===== src/rtl/osc_mix_sched.sv =====
`default_nettype none
// ============================================================================
//  Module   : osc_mix_sched
//  Summary  : Per-tick oscillator poller and signed mixer with gain shift,
//             saturation and a ready/valid sample output.
//  Revision : 1.0 - initial release
// ============================================================================
module osc_mix_sched #(
    parameter int width_p   = 16,
    parameter int num_src_p = 4,
    parameter int timeout_p = 64
) (
    input  logic                           clk_i,
    input  logic                           reset_i,
    input  logic                           sample_tick_i,
    input  logic [num_src_p-1:0]           enable_i,
    input  logic [1:0]                     gain_shift_i,
    input  logic [num_src_p*width_p-1:0]   src_data_i,
    input  logic [num_src_p-1:0]           src_valid_i,
    output logic [num_src_p-1:0]           src_ready_o,
    output logic [width_p-1:0]             data_o,
    output logic                           valid_o,
    input  logic                           ready_i,
    output logic                           busy_o,
    output logic [num_src_p-1:0]           timeout_o,
    output logic                           overrun_o
);

    localparam int c_idx_w = (num_src_p > 1) ? $clog2(num_src_p) : 1;
    localparam int c_acc_w = width_p + $clog2(num_src_p);
    localparam int c_cnt_w = (timeout_p > 1) ? $clog2(timeout_p) : 1;

    localparam logic [c_idx_w-1:0] c_idx_last = c_idx_w'(num_src_p - 1);
    localparam logic [c_cnt_w-1:0] c_cnt_last = c_cnt_w'(timeout_p - 1);

    localparam logic signed [c_acc_w-1:0] c_sat_max =
        {{(c_acc_w - width_p + 1){1'b0}}, {(width_p - 1){1'b1}}};
    localparam logic signed [c_acc_w-1:0] c_sat_min = ~c_sat_max;

    localparam logic [1:0] c_st_idle = 2'd0;
    localparam logic [1:0] c_st_poll = 2'd1;
    localparam logic [1:0] c_st_sat  = 2'd2;
    localparam logic [1:0] c_st_out  = 2'd3;

    logic [1:0]                  r_state,   w_state_nxt;
    logic [c_idx_w-1:0]          r_idx,     w_idx_nxt;
    logic signed [c_acc_w-1:0]   r_acc,     w_acc_nxt;
    logic [c_cnt_w-1:0]          r_cnt,     w_cnt_nxt;
    logic [width_p-1:0]          r_data,    w_data_nxt;
    logic [num_src_p-1:0]        r_timeout, w_timeout_nxt;
    logic                        r_overrun, w_overrun_nxt;
    logic [num_src_p-1:0]        w_src_ready;
    logic                        w_advance;

    logic signed [width_p-1:0]   w_src_arr [num_src_p];
    logic signed [c_acc_w-1:0]   w_sext;
    logic signed [c_acc_w-1:0]   w_shifted;
    logic [width_p-1:0]          w_sat_val;

    for (genvar n = 0; n < num_src_p; n++) begin : g_unpack
        assign w_src_arr[n] = src_data_i[n*width_p +: width_p];
    end

    assign w_sext    = c_acc_w'(w_src_arr[r_idx]);
    assign w_shifted = r_acc >>> gain_shift_i;

    always_comb begin
        w_sat_val = w_shifted[width_p-1:0];
        if (w_shifted > c_sat_max) begin
            w_sat_val = {1'b0, {(width_p - 1){1'b1}}};
        end else if (w_shifted < c_sat_min) begin
            w_sat_val = {1'b1, {(width_p - 1){1'b0}}};
        end
    end

    always_comb begin
        w_state_nxt   = r_state;
        w_idx_nxt     = r_idx;
        w_acc_nxt     = r_acc;
        w_cnt_nxt     = r_cnt;
        w_data_nxt    = r_data;
        w_timeout_nxt = r_timeout;
        // A tick can only be honoured from IDLE; anywhere else it is an overrun.
        w_overrun_nxt = r_overrun | (sample_tick_i && (r_state != c_st_idle));
        w_src_ready   = '0;
        w_advance     = 1'b0;

        case (r_state)
            c_st_idle: begin
                if (sample_tick_i) begin
                    w_acc_nxt     = '0;
                    w_idx_nxt     = '0;
                    w_cnt_nxt     = '0;
                    w_timeout_nxt = '0;
                    w_state_nxt   = c_st_poll;
                end
            end
            c_st_poll: begin
                if (!enable_i[r_idx]) begin
                    w_advance = 1'b1;
                end else begin
                    w_src_ready[r_idx] = 1'b1;
                    if (src_valid_i[r_idx]) begin
                        w_acc_nxt = r_acc + w_sext;
                        w_advance = 1'b1;
                    end else if (r_cnt == c_cnt_last) begin
                        w_timeout_nxt[r_idx] = 1'b1;
                        w_advance            = 1'b1;
                    end else begin
                        w_cnt_nxt = r_cnt + 1'b1;
                    end
                end
                if (w_advance) begin
                    w_cnt_nxt = '0;
                    if (r_idx == c_idx_last) begin
                        w_state_nxt = c_st_sat;
                    end else begin
                        w_idx_nxt = r_idx + 1'b1;
                    end
                end
            end
            c_st_sat: begin
                w_data_nxt  = w_sat_val;
                w_state_nxt = c_st_out;
            end
            c_st_out: begin
                if (ready_i) begin
                    w_state_nxt = c_st_idle;
                end
            end
            default: begin
                w_state_nxt = c_st_idle;
            end
        endcase
    end

    always_ff @(posedge clk_i or posedge reset_i) begin
        if (reset_i) begin
            r_state   <= c_st_idle;
            r_idx     <= '0;
            r_acc     <= '0;
            r_cnt     <= '0;
            r_data    <= '0;
            r_timeout <= '0;
            r_overrun <= 1'b0;
        end else begin
            r_state   <= w_state_nxt;
            r_idx     <= w_idx_nxt;
            r_acc     <= w_acc_nxt;
            r_cnt     <= w_cnt_nxt;
            r_data    <= w_data_nxt;
            r_timeout <= w_timeout_nxt;
            r_overrun <= w_overrun_nxt;
        end
    end

    assign src_ready_o = w_src_ready;
    assign data_o      = r_data;
    assign valid_o     = (r_state == c_st_out);
    assign busy_o      = (r_state != c_st_idle);
    assign timeout_o   = r_timeout;
    assign overrun_o   = r_overrun;

endmodule
`default_nettype wire


===== config.mk =====
export PLATFORM = sky130hd
export DESIGN_NAME = osc_mix_sched
export DESIGN_NICKNAME = d
export VERILOG_FILES = /design/src/rtl/osc_mix_sched.sv
export SDC_FILE = /design/constraint.sdc
export NUM_CORES = 1
export LEC_CHECK = 0
export BUFFER_PORTS_ARGS = -buffer_cell sky130_fd_sc_hd__buf_4
export CORE_ASPECT_RATIO = 0.5
export CORE_UTILIZATION = 32
export DETAILED_ROUTE_END_ITERATION = 7
export MAX_ROUTING_LAYER = met4
export PLACE_DENSITY = 0.5
export SKIP_CTS_REPAIR_TIMING = 1
export SYNTH_ARGS = -nofsm -noshare
export SYNTH_HDL_FRONTEND = slang
export SYNTH_SLANG_ARGS = --single-unit

===== constraint.sdc =====
create_clock -name clk_i -period 4.2 [get_ports clk_i]
set_clock_uncertainty 0.05 [all_clocks]
set_input_delay 0.84 -clock clk_i [delete_from_list [all_inputs] [get_ports clk_i]]
set_output_delay 0.84 -clock clk_i [all_outputs]
set_load 0.01 [all_outputs]

==> key figures <==
Status
  – Outcome: finished, final reports clean

Power and ir drop
  – Seq pwr share: 0.242
  – Int Power: 0.00197 W
  – Worst IR Drop VDD: 0.203 mV
  – Switch Pwr: 0.00144 W
  – Power per cell area: 707 mW/mm^2
  – Clk pwr share: 0.155
  – Sw Share: 0.422
  – Leakage: 2.24 nW
  – Logic pwr share: 0.603

Drt
  – Initial DRC Count: 115
  – Post-detailed-route count of antenna-violating nets: 0
  – TritonRoute pass-1 iters: 4
  – Met2 wire length: 4490 um
  – Vias: 3,182
  – Met1 WL: 4600 um
  – DRC viols: 0
  – Drt total wl: 9480 um
  – Routed length per instance: 15.5 um
  – Top sig layer: met4
  – Met3 wire len: 331 um
  – Vias per cell: 5.19

Worst setup path
  – Crit start category: primary input
  – CP Cell Sequence: buf_4 > mux4_2 > ha_1 > inv_1 > fa_1 > and2b_1 > o211ai_1 > a21boi_0 > o31ai_2 > a21oi_1 > o21a_1 > o31ai_1
  – CP bufs+invs: 2
  – Worst Setup Path Type: primary input to register
  – Slowest CP cell: mux4_2
  – Max FO, Critical Path: 3
  – CP top delay family: compound AO/OA/AOI/OAI gates
  – Slowest stage delay, CP: 0.48 ns
  – CP Capture Type: register
  – Worst EP required: 4.35 ns
  – CP arrival: 3.30 ns

Synthesis
  – Synth Instances: 365
  – Number of flops mapped to enable cells by yosys: 0
  – Sequential cell area fraction in the yosys report: 0.331
  – Yosys Warn Count: 0
  – Yosys reg bits: 49
  – Top FF cell, synth: dfrtp_1
  – Synth cell types: 52
  – Post-synth design cell area: 0.00371 sq mm
  – Syn avg cell area: 10.2 sq um
  – Asr flop ratio synth: 1.00
  – Mapped Nets: 470

Worst hold path
  – Hold Path Class: register to register

Cells and area
  – Final instance area: 0.00483 sq mm
  – Fillers: 1,107
  – Share of layout cells above drive strength 1: 0.361
  – Final net count: 572
  – ANT cells: 0
  – Area Growth Syn to Fin: 30.4%
  – Most common cell after layout, fill and taps aside: buf_4
  – Most frequent cells in the layout: buf_4 (112), dfrtp_1 (49), nand2_1 (44), ha_1 (26), a21oi_1 (24)

Clock network
  – H-tree depth: 2
  – CTS Buf Count: 5
  – CTS tree: done
  – CTS Sinks: 49
  – Clk root buf: clkbuf_16
  – Clock Latency Late Sink: 0.30 ns
  – Reg clk slew, reported paths: 0.07 ns
  – CTS max path bufs: 2

Timing
  – RSZ-0062 raised after global routing: false
  – Fin. Hold Viols: 0
  – Worst-margin pin slew: 0.985 ns
  – Setup violators final: 0
  – Fmax: 317 MHz
  – Final Cycle Share: 0.751
  – Final hold slack: 0.415 ns
  – Post-Route Setup TNS: 0 ns
  – Fin. max-slew vios: 0
  – Max-slew headroom: 0.343
  – Min cycle time layout: 3.15 ns

Global route
  – Pin count of the biggest net entering global routing: 26
  – Initial antenna violation count: 0
  – First-pass GRT wire length: 16,200 um
  – Vias in the first global route: 3,314
  – Total congestion overflow: 0
  – All-Layer GR Usage: 0.175

Die
  – Initial core utilization: 0.333
  – Site Rows: 27
  – Die X: 154 um
  – Core area: 0.0111 sq mm
  – Die area: 0.0120 sq mm
  – Die height: 78.1 um
  – IO Pins: 105

Placement
  – Area post-placement: 0.00464 sq mm
  – DP Wirelength: 7480 um
  – Gpl congestion: 0.857
  – Port buffer count: 104

Flow run
  – MaxCap Viol Count: 0
## metrics by stage
stage	power, W	util	setup slack, ns	std cells
after floorplan	0.00232	-	1.16	365
after global placement	0.00291	0.417	0.778	605
after detailed placement	0.00291	0.417	0.776	605
after CTS	0.00346	0.434	1.05	613
after global routing	0.00374	0.434	0.831	613
final	0.00342	0.434	1.05	613
## state kept, by name, summed over array words and instances (netlist names)
signal and cells:
timeout_o 4, overrun_o 1, data_o 16, r_cnt 6
r_state 2, r_idx 2, r_acc 18
## logic make-up after synthesis
group | after synthesis | share of synthesized area
buffers and inverters | 34 | 0.0405
adder cells (fa/ha/maj) | 27 | 0.0931
multiplexers | 36 | 0.163
AO/OA/AOI/OAI | 121 | 0.230
XOR/XNOR | 16 | 0.0378
AND/OR/NAND/NOR | 82 | 0.105
flip-flops | 49 | 0.331
## power by group through the flow
| stage | registers (W) | clock network [W] | logic [W] |
|---|---|---|---|
| finish | 0.000826 | 0.000530 | 0.00206 |
| global route | 0.000860 | 0.000568 | 0.00231 |
| CTS | 0.000832 | 0.000547 | 0.00208 |
| detailed placement | 0.000841 | 0 | 0.00207 |
| global placement | 0.000839 | 0 | 0.00207 |
| floorplan | 0.000839 | 0 | 0.00148 |
## layer usage
layer	GRT usage	up-vias
met5	-	-
met4	0.0340	0
met3	0.0309	8
met2	0.290	70
met1	0.226	1523
li1	-	1581
## Yosys cell counts (3+ instances only)
library cell | count | area [sq um]
o21ai_0 | 20 | 100
buf_1 | 3 | 11.3
o211ai_1 | 3 | 22.5
xor2_1 | 6 | 52.6
and3_1 | 5 | 31.3
o22ai_1 | 4 | 25.0
mux2_2 | 16 | 180
dfrtp_1 | 49 | 1230
a21oi_1 | 24 | 120
inv_1 | 17 | 63.8
o21a_1 | 18 | 135
mux4_2 | 18 | 405
nand3_1 | 3 | 15.0
buf_2 | 6 | 30.0
a21o_1 | 8 | 60.1
nor2_1 | 13 | 48.8
nor3_1 | 3 | 15.0
a21boi_0 | 4 | 30.0
ha_1 | 26 | 325
a221o_1 | 14 | 140
clkbuf_1 | 5 | 18.8
xnor2_1 | 10 | 87.6
o31ai_1 | 10 | 75.1
nand2_1 | 44 | 165
## final cells by class
type                    instances  area [sq um]  share of cell area
flip-flops and latches         49          1230               0.254
multi-input cells             282          2330               0.482
repair buffers                112           841               0.174
clock inverters                 3          65.1              0.0135
clock buffers                   5           125              0.0259
well taps                     145           181              0.0375
inverters                      17          63.8              0.0132
## worst paths after layout
| kind | startpoint | to | slack [ns] | cells past startpoint |
|---|---|---|---|---|
| setup / recovery | src_data_i[48] | r_acc[14] | 1.05 | 12 |
| hold / removal | overrun_o | overrun_o | 0.41 | 1 |
| setup reg to reg | r_idx[0] | r_acc[17] | 1.05 | 10 |
| hold reg to reg | overrun_o | overrun_o | 0.41 | 1 |
| max in group asynchronous | reset_i | r_acc[14] | 2.79 | 3 |
| min in group asynchronous | reset_i | data_o[0] | 0.55 | 2 |
Power figures use the tool's default switching activity.
